==> src/rtl/doorlock_pkg.sv <==
// doorlock_pkg
// Shared definitions for the keypad door-lock slice: FSM state encoding,
// keypad geometry and the helper that sizes the shared down-counter.
// No ports; imported by doorlock_keydec and doorlock_ctrl.
package doorlock_pkg;

    localparam int DIGIT_W  = 4;
    localparam int NUM_KEYS = 10;

    typedef enum logic [2:0] {
        ST_IDLE    = 3'd0,
        ST_ENTRY   = 3'd1,
        ST_CHECK   = 3'd2,
        ST_OPEN    = 3'd3,
        ST_PROG    = 3'd4,
        ST_DENY    = 3'd5,
        ST_LOCKOUT = 3'd6
    } state_t;

    // Width of a down-counter that can hold the largest of the three
    // cycle counts; one extra bit keeps the load value clear of the top.
    function automatic int timer_width(input int a, input int b, input int c);
        int m;
        m = a;
        if (b > m) m = b;
        if (c > m) m = c;
        return $clog2(m) + 1;
    endfunction

endpackage

==> src/rtl/doorlock_keydec.sv <==
// doorlock_keydec
// Combinational keypad decode shared by keypad blocks.
// Ports:
//   num         in  [9:0] one-hot key strobe, bit k = digit k
//   digit       out [3:0] binary digit of the pressed key (valid with key_valid)
//   key_valid   out       exactly one key bit set
//   key_invalid out       more than one key bit set (still a press)
module doorlock_keydec
    import doorlock_pkg::*;
(
    input  logic [NUM_KEYS-1:0] num,
    output logic [DIGIT_W-1:0]  digit,
    output logic                key_valid,
    output logic                key_invalid
);

    logic multi_hot;

    // Clearing the lowest set bit leaves something only when two or more
    // bits were set, which is the cheap multi-hot test.
    always_comb begin
        digit = '0;
        for (int k = 0; k < NUM_KEYS; k++) begin
            if (num[k]) digit = DIGIT_W'(k);
        end
        multi_hot   = |(num & (num - {{(NUM_KEYS-1){1'b0}}, 1'b1}));
        key_valid   = (|num) && !multi_hot;
        key_invalid = multi_hot;
    end

endmodule

==> src/rtl/doorlock_ctrl.sv <==
// doorlock_ctrl
// Keypad door-lock controller with programmable code, failure counting,
// lockout, entry timeout and timed result indication.
// Ports:
//   clock        in        rising-edge clock
//   reset        in        asynchronous active-high reset
//   num          in  [9:0] one-hot key strobe (multi-hot = invalid press)
//   x            in        enter/start strobe
//   prog         in        request code change, honoured only while open
//   out_led_1    out       access granted / programming committed
//   out_led_2    out       access denied or locked out
//   out_lockout  out       lockout active
//   busy         out       any state other than idle
module doorlock_ctrl
    import doorlock_pkg::*;
#(
    parameter int          CODE_LEN       = 4,
    parameter logic [31:0] DEFAULT_CODE   = 32'h0000_4321,
    parameter int          MAX_FAIL       = 3,
    parameter int          LED_CYCLES     = 8,
    parameter int          TIMEOUT_CYCLES = 64,
    parameter int          LOCKOUT_CYCLES = 32
) (
    input  logic                clock,
    input  logic                reset,
    input  logic [NUM_KEYS-1:0] num,
    input  logic                x,
    input  logic                prog,
    output logic                out_led_1,
    output logic                out_led_2,
    output logic                out_lockout,
    output logic                busy
);

    localparam int CODE_W = CODE_LEN * DIGIT_W;
    localparam int IDX_W  = $clog2(CODE_LEN + 1);
    localparam int FAIL_W = $clog2(MAX_FAIL + 1);
    localparam int TMR_W  = timer_width(LED_CYCLES, TIMEOUT_CYCLES, LOCKOUT_CYCLES);

    localparam logic [IDX_W-1:0]  IDX_FULL     = IDX_W'(CODE_LEN);
    localparam logic [FAIL_W-1:0] FAIL_LIMIT   = FAIL_W'(MAX_FAIL);
    // Timed states run for N cycles: loaded with N-1, exit on the cycle at 0.
    localparam logic [TMR_W-1:0]  LED_LOAD     = TMR_W'(LED_CYCLES - 1);
    localparam logic [TMR_W-1:0]  TIMEOUT_LOAD = TMR_W'(TIMEOUT_CYCLES - 1);
    localparam logic [TMR_W-1:0]  LOCKOUT_LOAD = TMR_W'(LOCKOUT_CYCLES - 1);

    state_t              state, state_next;
    logic [IDX_W-1:0]    idx, idx_next, idx_inc;
    logic [TMR_W-1:0]    timer, timer_next;
    logic                mismatch, mismatch_next;
    logic [FAIL_W-1:0]   fail_cnt, fail_next, fail_inc;
    logic [CODE_W-1:0]   code, code_next;
    logic [CODE_W-1:0]   shadow, shadow_next, shadow_upd;

    logic [DIGIT_W-1:0]  digit, cur_digit;
    logic                key_valid, key_invalid, key_press, idx_full;

    doorlock_keydec u_keydec (
        .num         (num),
        .digit       (digit),
        .key_valid   (key_valid),
        .key_invalid (key_invalid)
    );

    // Per-position helpers: the stored digit expected at the current index
    // and the shadow code with the current key written at that index.
    always_comb begin
        cur_digit  = '0;
        shadow_upd = shadow;
        for (int i = 0; i < CODE_LEN; i++) begin
            if (idx == IDX_W'(i)) begin
                cur_digit                        = code[i*DIGIT_W +: DIGIT_W];
                shadow_upd[i*DIGIT_W +: DIGIT_W] = digit;
            end
        end
        key_press = key_valid || key_invalid;
        idx_full  = (idx == IDX_FULL);
        idx_inc   = idx + 1'b1;
        fail_inc  = fail_cnt + 1'b1;
    end

    // Next-state and datapath update. A key arriving together with x is
    // always recorded before the enter is acted on, in both entry and
    // programming, so the same-cycle digit takes part in the decision.
    always_comb begin
        state_next    = state;
        idx_next      = idx;
        timer_next    = timer;
        mismatch_next = mismatch;
        fail_next     = fail_cnt;
        code_next     = code;
        shadow_next   = shadow;

        case (state)
            ST_IDLE: begin
                if (x) begin
                    state_next    = ST_ENTRY;
                    idx_next      = '0;
                    mismatch_next = 1'b0;
                    timer_next    = TIMEOUT_LOAD;
                end
            end

            ST_ENTRY: begin
                if (key_press) begin
                    if (key_invalid || idx_full || (digit != cur_digit))
                        mismatch_next = 1'b1;
                    if (!idx_full)
                        idx_next = idx_inc;
                    timer_next = TIMEOUT_LOAD;
                end
                if (x) begin
                    state_next = ST_CHECK;
                end else if (!key_press) begin
                    if (timer == '0) state_next = ST_IDLE;
                    else             timer_next = timer - 1'b1;
                end
            end

            ST_CHECK: begin
                if (!mismatch && idx_full) begin
                    state_next = ST_OPEN;
                    fail_next  = '0;
                    timer_next = LED_LOAD;
                end else begin
                    fail_next = fail_inc;
                    if (fail_inc == FAIL_LIMIT) begin
                        state_next = ST_LOCKOUT;
                        timer_next = LOCKOUT_LOAD;
                    end else begin
                        state_next = ST_DENY;
                        timer_next = LED_LOAD;
                    end
                end
            end

            ST_OPEN: begin
                if (prog) begin
                    state_next  = ST_PROG;
                    idx_next    = '0;
                    shadow_next = '0;
                    timer_next  = TIMEOUT_LOAD;
                end else if (timer == '0) begin
                    state_next = ST_IDLE;
                end else begin
                    timer_next = timer - 1'b1;
                end
            end

            ST_PROG: begin
                if (key_press && (key_invalid || idx_full)) begin
                    state_next = ST_IDLE;
                end else if (x) begin
                    if ((key_press ? idx_inc : idx) == IDX_FULL) begin
                        code_next  = key_press ? shadow_upd : shadow;
                        state_next = ST_OPEN;
                        fail_next  = '0;
                        timer_next = LED_LOAD;
                    end else begin
                        state_next = ST_IDLE;
                    end
                end else if (key_press) begin
                    shadow_next = shadow_upd;
                    idx_next    = idx_inc;
                    timer_next  = TIMEOUT_LOAD;
                end else if (timer == '0) begin
                    state_next = ST_IDLE;
                end else begin
                    timer_next = timer - 1'b1;
                end
            end

            ST_DENY: begin
                if (timer == '0) state_next = ST_IDLE;
                else             timer_next = timer - 1'b1;
            end

            ST_LOCKOUT: begin
                if (timer == '0) begin
                    state_next = ST_IDLE;
                    fail_next  = '0;
                end else begin
                    timer_next = timer - 1'b1;
                end
            end

            default: state_next = ST_IDLE;
        endcase
    end

    // State and datapath registers; reset restores the factory code and
    // throws away any entry or programming in progress.
    always_ff @(posedge clock or posedge reset) begin
        if (reset) begin
            state    <= ST_IDLE;
            idx      <= '0;
            timer    <= '0;
            mismatch <= 1'b0;
            fail_cnt <= '0;
            code     <= DEFAULT_CODE[CODE_W-1:0];
            shadow   <= '0;
        end else begin
            state    <= state_next;
            idx      <= idx_next;
            timer    <= timer_next;
            mismatch <= mismatch_next;
            fail_cnt <= fail_next;
            code     <= code_next;
            shadow   <= shadow_next;
        end
    end

    // Moore outputs decoded from the state register only.
    always_comb begin
        out_led_1   = (state == ST_OPEN);
        out_led_2   = (state == ST_DENY) || (state == ST_LOCKOUT);
        out_lockout = (state == ST_LOCKOUT);
        busy        = (state != ST_IDLE);
    end

endmodule

==> config.mk <==
export PLATFORM = sky130hd
export DESIGN_NAME = doorlock_ctrl
export DESIGN_NICKNAME = d
export VERILOG_FILES = /design/src/rtl/doorlock_pkg.sv /design/src/rtl/doorlock_keydec.sv /design/src/rtl/doorlock_ctrl.sv
export SDC_FILE = /design/constraint.sdc
export NUM_CORES = 1
export LEC_CHECK = 0
export ABC_CLOCK_PERIOD_IN_PS = 2900
export CAP_MARGIN = 20
export CORE_MARGIN = 4
export CORE_UTILIZATION = 40
export DETAILED_ROUTE_END_ITERATION = 8
export SYNTH_ARGS = -nofsm -noshare
export SYNTH_HDL_FRONTEND = slang
export SYNTH_SLANG_ARGS = --single-unit
==> constraint.sdc <==
create_clock -name clock -period 2.9 [get_ports clock]
set_clock_uncertainty 0.05 [all_clocks]
set_input_delay 0.58 -clock clock [delete_from_list [all_inputs] [get_ports clock]]
set_output_delay 0.58 -clock clock [all_outputs]
set_load 0.05 [all_outputs]
## Word level (Yosys, flattened, before mapping)

Index checks and enable logic that the tools add are counted.

| storage, ports and cells | value |
|---|---|
| memories | 0 |
| bits in registers | 48 |
| output and inout port bits | 4 |
| latch bits | 0 |
| memory bits (writable) | 0 |
| bits in read-only memories | 0 |
| logic and storage cells | 129 |
| input port bits | 14 |

| operators by class | value |
|---|---|
| multiply operators | 0 |
| order comparisons | 0 |
| bitwise logic cells | 2 |
| add/sub/neg operators | 4 |
| shift operators | 0 |
| multiplexer cells | 65 |
| divide/modulo/power cells | 0 |
| equal/unequal tests | 24 |
| reduce and logical (&&, ||, !) cells | 27 |

Operators with widths:

| operator | count |
|---|---|
| 7-bit 2-to-1 mux | 11 |
| 16-bit 2-to-1 mux | 4 |
| 3-bit 2-to-1 mux | 19 |
| 7-bit case mux with 6 select lines | 1 |
| 4-bit 2-to-1 mux | 10 |
| 16-bit case mux with 2 select lines | 1 |
| 10-bit OR reduction | 2 |
| 2-bit 2-to-1 mux | 9 |
| 2-bit inequality test (second input constant) | 9 |
| 3-bit case mux with 6 select lines | 1 |
| 4-bit AND reduction | 4 |
| 3-bit equality test (second input constant) | 5 |
| 3-bit by 2-bit equality test with 1-bit output (second input constant) | 4 |
| 3-bit case mux with 4 select lines | 1 |
| 10-bit AND | 1 |
| 5-bit 2-to-1 mux | 2 |
| 10-bit by 1-bit subtractor with 10-bit output (second input constant) | 1 |
| 7-bit zero test | 1 |
| 7-bit AND reduction | 1 |
| 7-bit by 1-bit subtractor with 7-bit output (second input constant) | 1 |
| 3-bit by 1-bit equality test with 1-bit output (second input constant) | 2 |
| 3-bit zero test | 2 |
| 2-bit case mux with 3 select lines | 1 |
| 3-bit nonzero test | 2 |
| other kinds (17) | 27 |

## Logic depth before layout (Yosys ltp)

| logic depth | value |
|---|---|
| depth after elaboration | 14 |
| depth in mapped cells | 10 |
| gate-level depth less buffers | 8 |

## By module

A second synthesis with hierarchy kept.

| second synthesis, totals | value |
|---|---|
| cell total of the unflattened synthesis | 402 |
| area, all modules | 3428.3 um^2 |

By module, submodules not included:

| module | area an instance (um^2) | cells each | seq. area each (um^2) | instances |
|---|---|---|---|---|
| doorlock_ctrl | 3215.6 | 370 | 1207.4 | 1 |
| doorlock_keydec | 212.7 | 32 | 0.0 | 1 |

## Least setup slack after synthesis

Ideal clock, no wire load.

| path | value |
|---|---|
| kind | in2reg |
| start point | input num[1] |
| end point | register timer[5] |
| cell stages on the path | 8 |
| arrival time | 2.614 ns |
| setup slack | 0.111 ns |
| required time | 2.725 ns |
| cell sequence | or4_1 > buf_2 > a2111o_1 > a21oi_4 > o31ai_2 > or2_1 > buf_6 > mux2_4 |

| between the ends | value |
|---|---|
| longest elaborated chain between the ends | 11 |
| elaborated cells between the ends (all ways) | 22 |
| those cells by class | add/sub: 1; eq/ne: 3; mux: 9; bitwise: 1; reduce/logical: 8 |

Ends and longest elaborated chain:

| what | line | source |
|---|---|---|
| start, declared | doorlock_ctrl.sv:26 | `input logic [NUM_KEYS-1:0] num,` |
| 10-bit by 1-bit subtractor with 10-bit output | doorlock_keydec.sv:26 | `multi_hot = \|(num & (num - {{(NUM_KEYS-1){1'b0}}, 1'b1}));` |
| 10-bit AND | doorlock_keydec.sv:26 |  |
| 10-bit OR reduction | doorlock_keydec.sv:26 |  |
| 1-bit zero test | doorlock_keydec.sv:27 | `key_valid = (\|num) && !multi_hot;` |
| 1-bit logical AND | doorlock_keydec.sv:27 |  |
| 1-bit logical OR | doorlock_ctrl.sv:76 | `key_press = key_valid \|\| key_invalid;` |
| 7-bit 2-to-1 mux | doorlock_ctrl.sv:105 | `if (key_press) begin` |
| 7-bit 2-to-1 mux | doorlock_ctrl.sv:115 | `if (timer == '0) state_next = ST_IDLE;` |
| 7-bit 2-to-1 mux | doorlock_ctrl.sv:114 | `end else if (!key_press) begin` |
| 7-bit 2-to-1 mux | doorlock_ctrl.sv:112 | `if (x) begin` |
| 7-bit case mux with 6 select lines | doorlock_ctrl.sv:94 | `case (state)` |
| end signal, assigned | doorlock_ctrl.sv:205 | `timer <= timer_next;` |
| end, declared | doorlock_ctrl.sv:49 | `logic [TMR_W-1:0] timer, timer_next;` |

Parallel ways exist; a longest one is shown, timed or not. The select of a mux whose other input is x is not followed.
A chain may end at the register's enable or synchronous reset.

## Worst setup path in the final report

Ends and elaborated chain as after synthesis.

==> impl_metrics.tcl <==
set metrics [dict create \
    status "completed" \
    mappedNetlistNets 424 \
    finalHoldViolations 0 \
    crit_path_max_incr_delay_ns 0.55 \
    grt_start_max_net_pins 33 \
    cts_buffer_depth 2 \
    num_vias 3244 \
    syn_to_final_growth_pct 21.98 \
    rows 33 \
    nFillCells 775 \
    synth-edff-count 0 \
    antenna_found_initial 0 \
    io_buffers 17 \
    path_max_fanout 6 \
    synth_cell_types 67 \
    cts_inserted_buffers 5 \
    fin_crit_sh_pct 95.05 \
    setup_tns_ns 0 \
    synthTopCellsByCount "54 x nand2_1, 43 x dfrtp_1, 35 x o21ai_0, 25 x nor2_1, 24 x a21oi_1" \
    maxSlewHeadroom_pct 57.93 \
    dieArea_sq_um 9956 \
    dieWidth_microns 99.78 \
    cp-end-kind "flip-flop" \
    dr.pass1.iters 5 \
    syn_area_sq_um 3369 \
    worstPathArrival_ns 2.90 \
    die_h_microns 99.78 \
    path_class "input pin to flip-flop" \
    area.sequential_sq_um 1207 \
    clk_latency_ns 0.31 \
    synth.most_common_cell "nand2_1" \
    path_cells "clkdlybuf4s50_1 > or4_1 > a2111o_1 > a21oi_4 > o31ai_2 > or2_1 > mux2_4" \
    gp_routability_congestion 0.9534 \
    final_core_utilization_pct 50.02 \
    place_inst 551 \
    cts_root_buf "clkbuf_8" \
    startpoint_type "input pin" \
    clock-sinks 48 \
    drt-total-wl_microns 9638 \
    async_flop_share_pct 100.0 \
    total_power_uw 3099 \
    synthFlopType "dfrtp_1" \
    clkSlewWorstSetupHoldPaths_ns 0.10 \
    crit_family "simple AND/OR/NAND/NOR gates" \
    routedWlPerCell_microns 17.24 \
    placed_area_sq_um 3971 \
    power_density_nw_per_um2 753.9 \
    ant_nets 0 \
    final-instance-count-excl-fill 559 \
    dpl.hpwl_microns 7488 \
    setup_viol 0 \
    viasPerCell 5.803 \
    netlist.area_leader.share_pct 31.93 \
    yosysWarnings 0 \
    maxCapViolCount 0 \
    layout-drive-gt1-share_pct 17.40 \
    grt_pass1_wl_microns 16300 \
    drt-initial-drc-count 347 \
    fmax_ghz 0.3628 \
    avgSynthCellArea_sq_um 8.382 \
    yosys.area.top_type "dfrtp_1" \
    p_leak_uw 0.001838 \
    netlist_top_cells_area "dfrtp_1 32%, mux2i_1 6.2%, nand2_1 6.0%, o21ai_0 5.2%, dfstp_2 3.9%" \
    cp.required_ns 3.05 \
    multi_input_area_sq_um 2003 \
    gr-usage-all-layers_pct 20.38 \
    ys_ff_latch 48 \
    hold_buffers 0 \
    diodes 0 \
    final_max_slew_viol_count 0 \
    rsz0062_at_grt "false" \
    ios 18 \
    ir_drop_mv 0.4132 \
    drc 0 \
    core_area_sq_um 8217 \
    cp_slowest_cell "or4_1" \
    period_minus_slack_ns 2.756 \
    h-tree-depth 2 \
    cts_tree "yes" \
    yosysSeqAreaShare_pct 35.83 \
    path_buf_inv 1 \
    worst_pin_slew_ns 0.6301 \
    hold_path.class "flip-flop to flip-flop" \
    grt.overflow.total 0 \
    start_util_pct 41.01 \
    fin_area_sq_um 4110 \
    nets 475 \
    grt_pass1_vias 3151 \
    syn_inst 402 \
]
[area by class of cell]
type / count / share of cell area (%)
Clock buffer: 5 / 1.674
Clock inverter: 3 / 1.674
Inverter: 18 / 1.644
Multi-Input combinational cell: 312 / 48.74
Sequential cell: 48 / 29.38
Tap cell: 105 / 3.196
Timing Repair Buffer: 68 / 13.70
[logic make-up after synthesis]
logic type / after synthesis / share of synthesized area, %
flip-flops: 48 / 35.83
multiplexers: 23 / 7.018
XOR/XNOR: 6 / 1.560
buffers and inverters: 42 / 4.938
AO/OA/AOI/OAI: 126 / 25.77
AND/OR/NAND/NOR: 149 / 21.91
adder cells (fa/ha/maj): 8 / 2.971
[stage by stage]
| step | worst slack [ns] | hold slack [ns] |
|---|---|---|
| floorplan | 0.1108 | 0.3913 |
| global placement | -0.1720 | 0.4057 |
| detailed placement | -0.2131 | 0.4245 |
| CTS | 0.1081 | 0.4383 |
| global route | 0.01258 | 0.4609 |
| finish | 0.1435 | 0.4362 |
[sequential cells by signal, indices dropped and copies added (netlist names)]
signal and count:
shadow 16, idx 3, state 3, timer 7, mismatch 1, fail_cnt 2, code 16
[placed cells by master, fill, tap and decap left out, types with 3 or more instances in the layout]
| cell type | synthesis | routed |
|---|---|---|
| nor3_1 | 10 | 10 |
| nand3_1 | 7 | 7 |
| nor2b_1 | 7 | 7 |
| and2_1 | 4 | 4 |
| dfstp_2 | 5 | 5 |
| nor4_1 | 4 | 4 |
| a32o_1 | 6 | 6 |
| nand4_1 | 6 | 6 |
| a21oi_1 | 24 | 24 |
| mux2i_1 | 21 | 21 |
| o211ai_1 | 3 | 3 |
| o21ai_0 | 35 | 35 |
| nor2_1 | 25 | 25 |
| or3_1 | 4 | 4 |
| a211oi_1 | 5 | 5 |
| a22oi_1 | 6 | 6 |
| a211o_1 | 5 | 5 |
| nand2b_1 | 7 | 7 |
| and3_1 | 5 | 5 |
| o31ai_1 | 5 | 5 |
| ha_1 | 8 | 8 |
| xnor2_1 | 4 | 4 |
| clkdlybuf4s50_1 | 0 | 16 |
| a31oi_1 | 3 | 3 |
| a32oi_1 | 3 | 3 |
| a221o_1 | 3 | 3 |
| a22o_1 | 3 | 3 |
| nand2_1 | 54 | 54 |
| inv_1 | 18 | 17 |
| buf_4 | 0 | 51 |
| or4_1 | 3 | 3 |
| nand3b_1 | 3 | 3 |
| clkbuf_8 | 0 | 5 |
| dfrtp_1 | 43 | 43 |
[routing by layer]
metal  vias to the layer above  track usage (%)  wire length, microns
met2                        92            31.66                  4389
met3                         6            2.293                   441
met4                         0            4.307                    94
met1                      1557            30.64                  4712
li1                       1589                -                     -
met5                         -                0                     0
[final timing paths]
path | from | end | slack (ns) | cells after the start
max reg2reg | idx[1] | timer[5] | 0.32 | 8
min reg2reg | code[8] | code[8] | 0.44 | 2
min in group asynchronous | reset | code[3] | 0.63 | 2
min | code[8] | code[8] | 0.44 | 2
max | num[1] | timer[5] | 0.14 | 7
max in group asynchronous | reset | code[5] | 1.52 | 3
[power by group]
part	switching (uW)	internal (uW)	total [uW]	leakage, uW
Clock	246	347	593	0.0000687
Sequential	135	767	902	0.000620
Combinational	951	652	1600	0.00115
Total	1330	1770	3100	0.00184
[worst reg2reg max path: cells and delay by family (launching register included)]
family | cells | cell delay [ns]
flip-flops | 1 | 0.42
buffers and inverters | 1 | 0.08
adder cells (fa/ha/maj) | 1 | 0.23
multiplexers | 1 | 0.31
AO/OA/AOI/OAI | 4 | 1.08
AND/OR/NAND/NOR | 1 | 0.31
[timing repair]
action | CTS | global route
gates resized for setup | 0 | 1
endpoints found under the setup margin | 0 | 4
endpoints found under the hold margin | 0 | 0
setup buffers | 0 | 0
(Power assumes the default switching activity.)
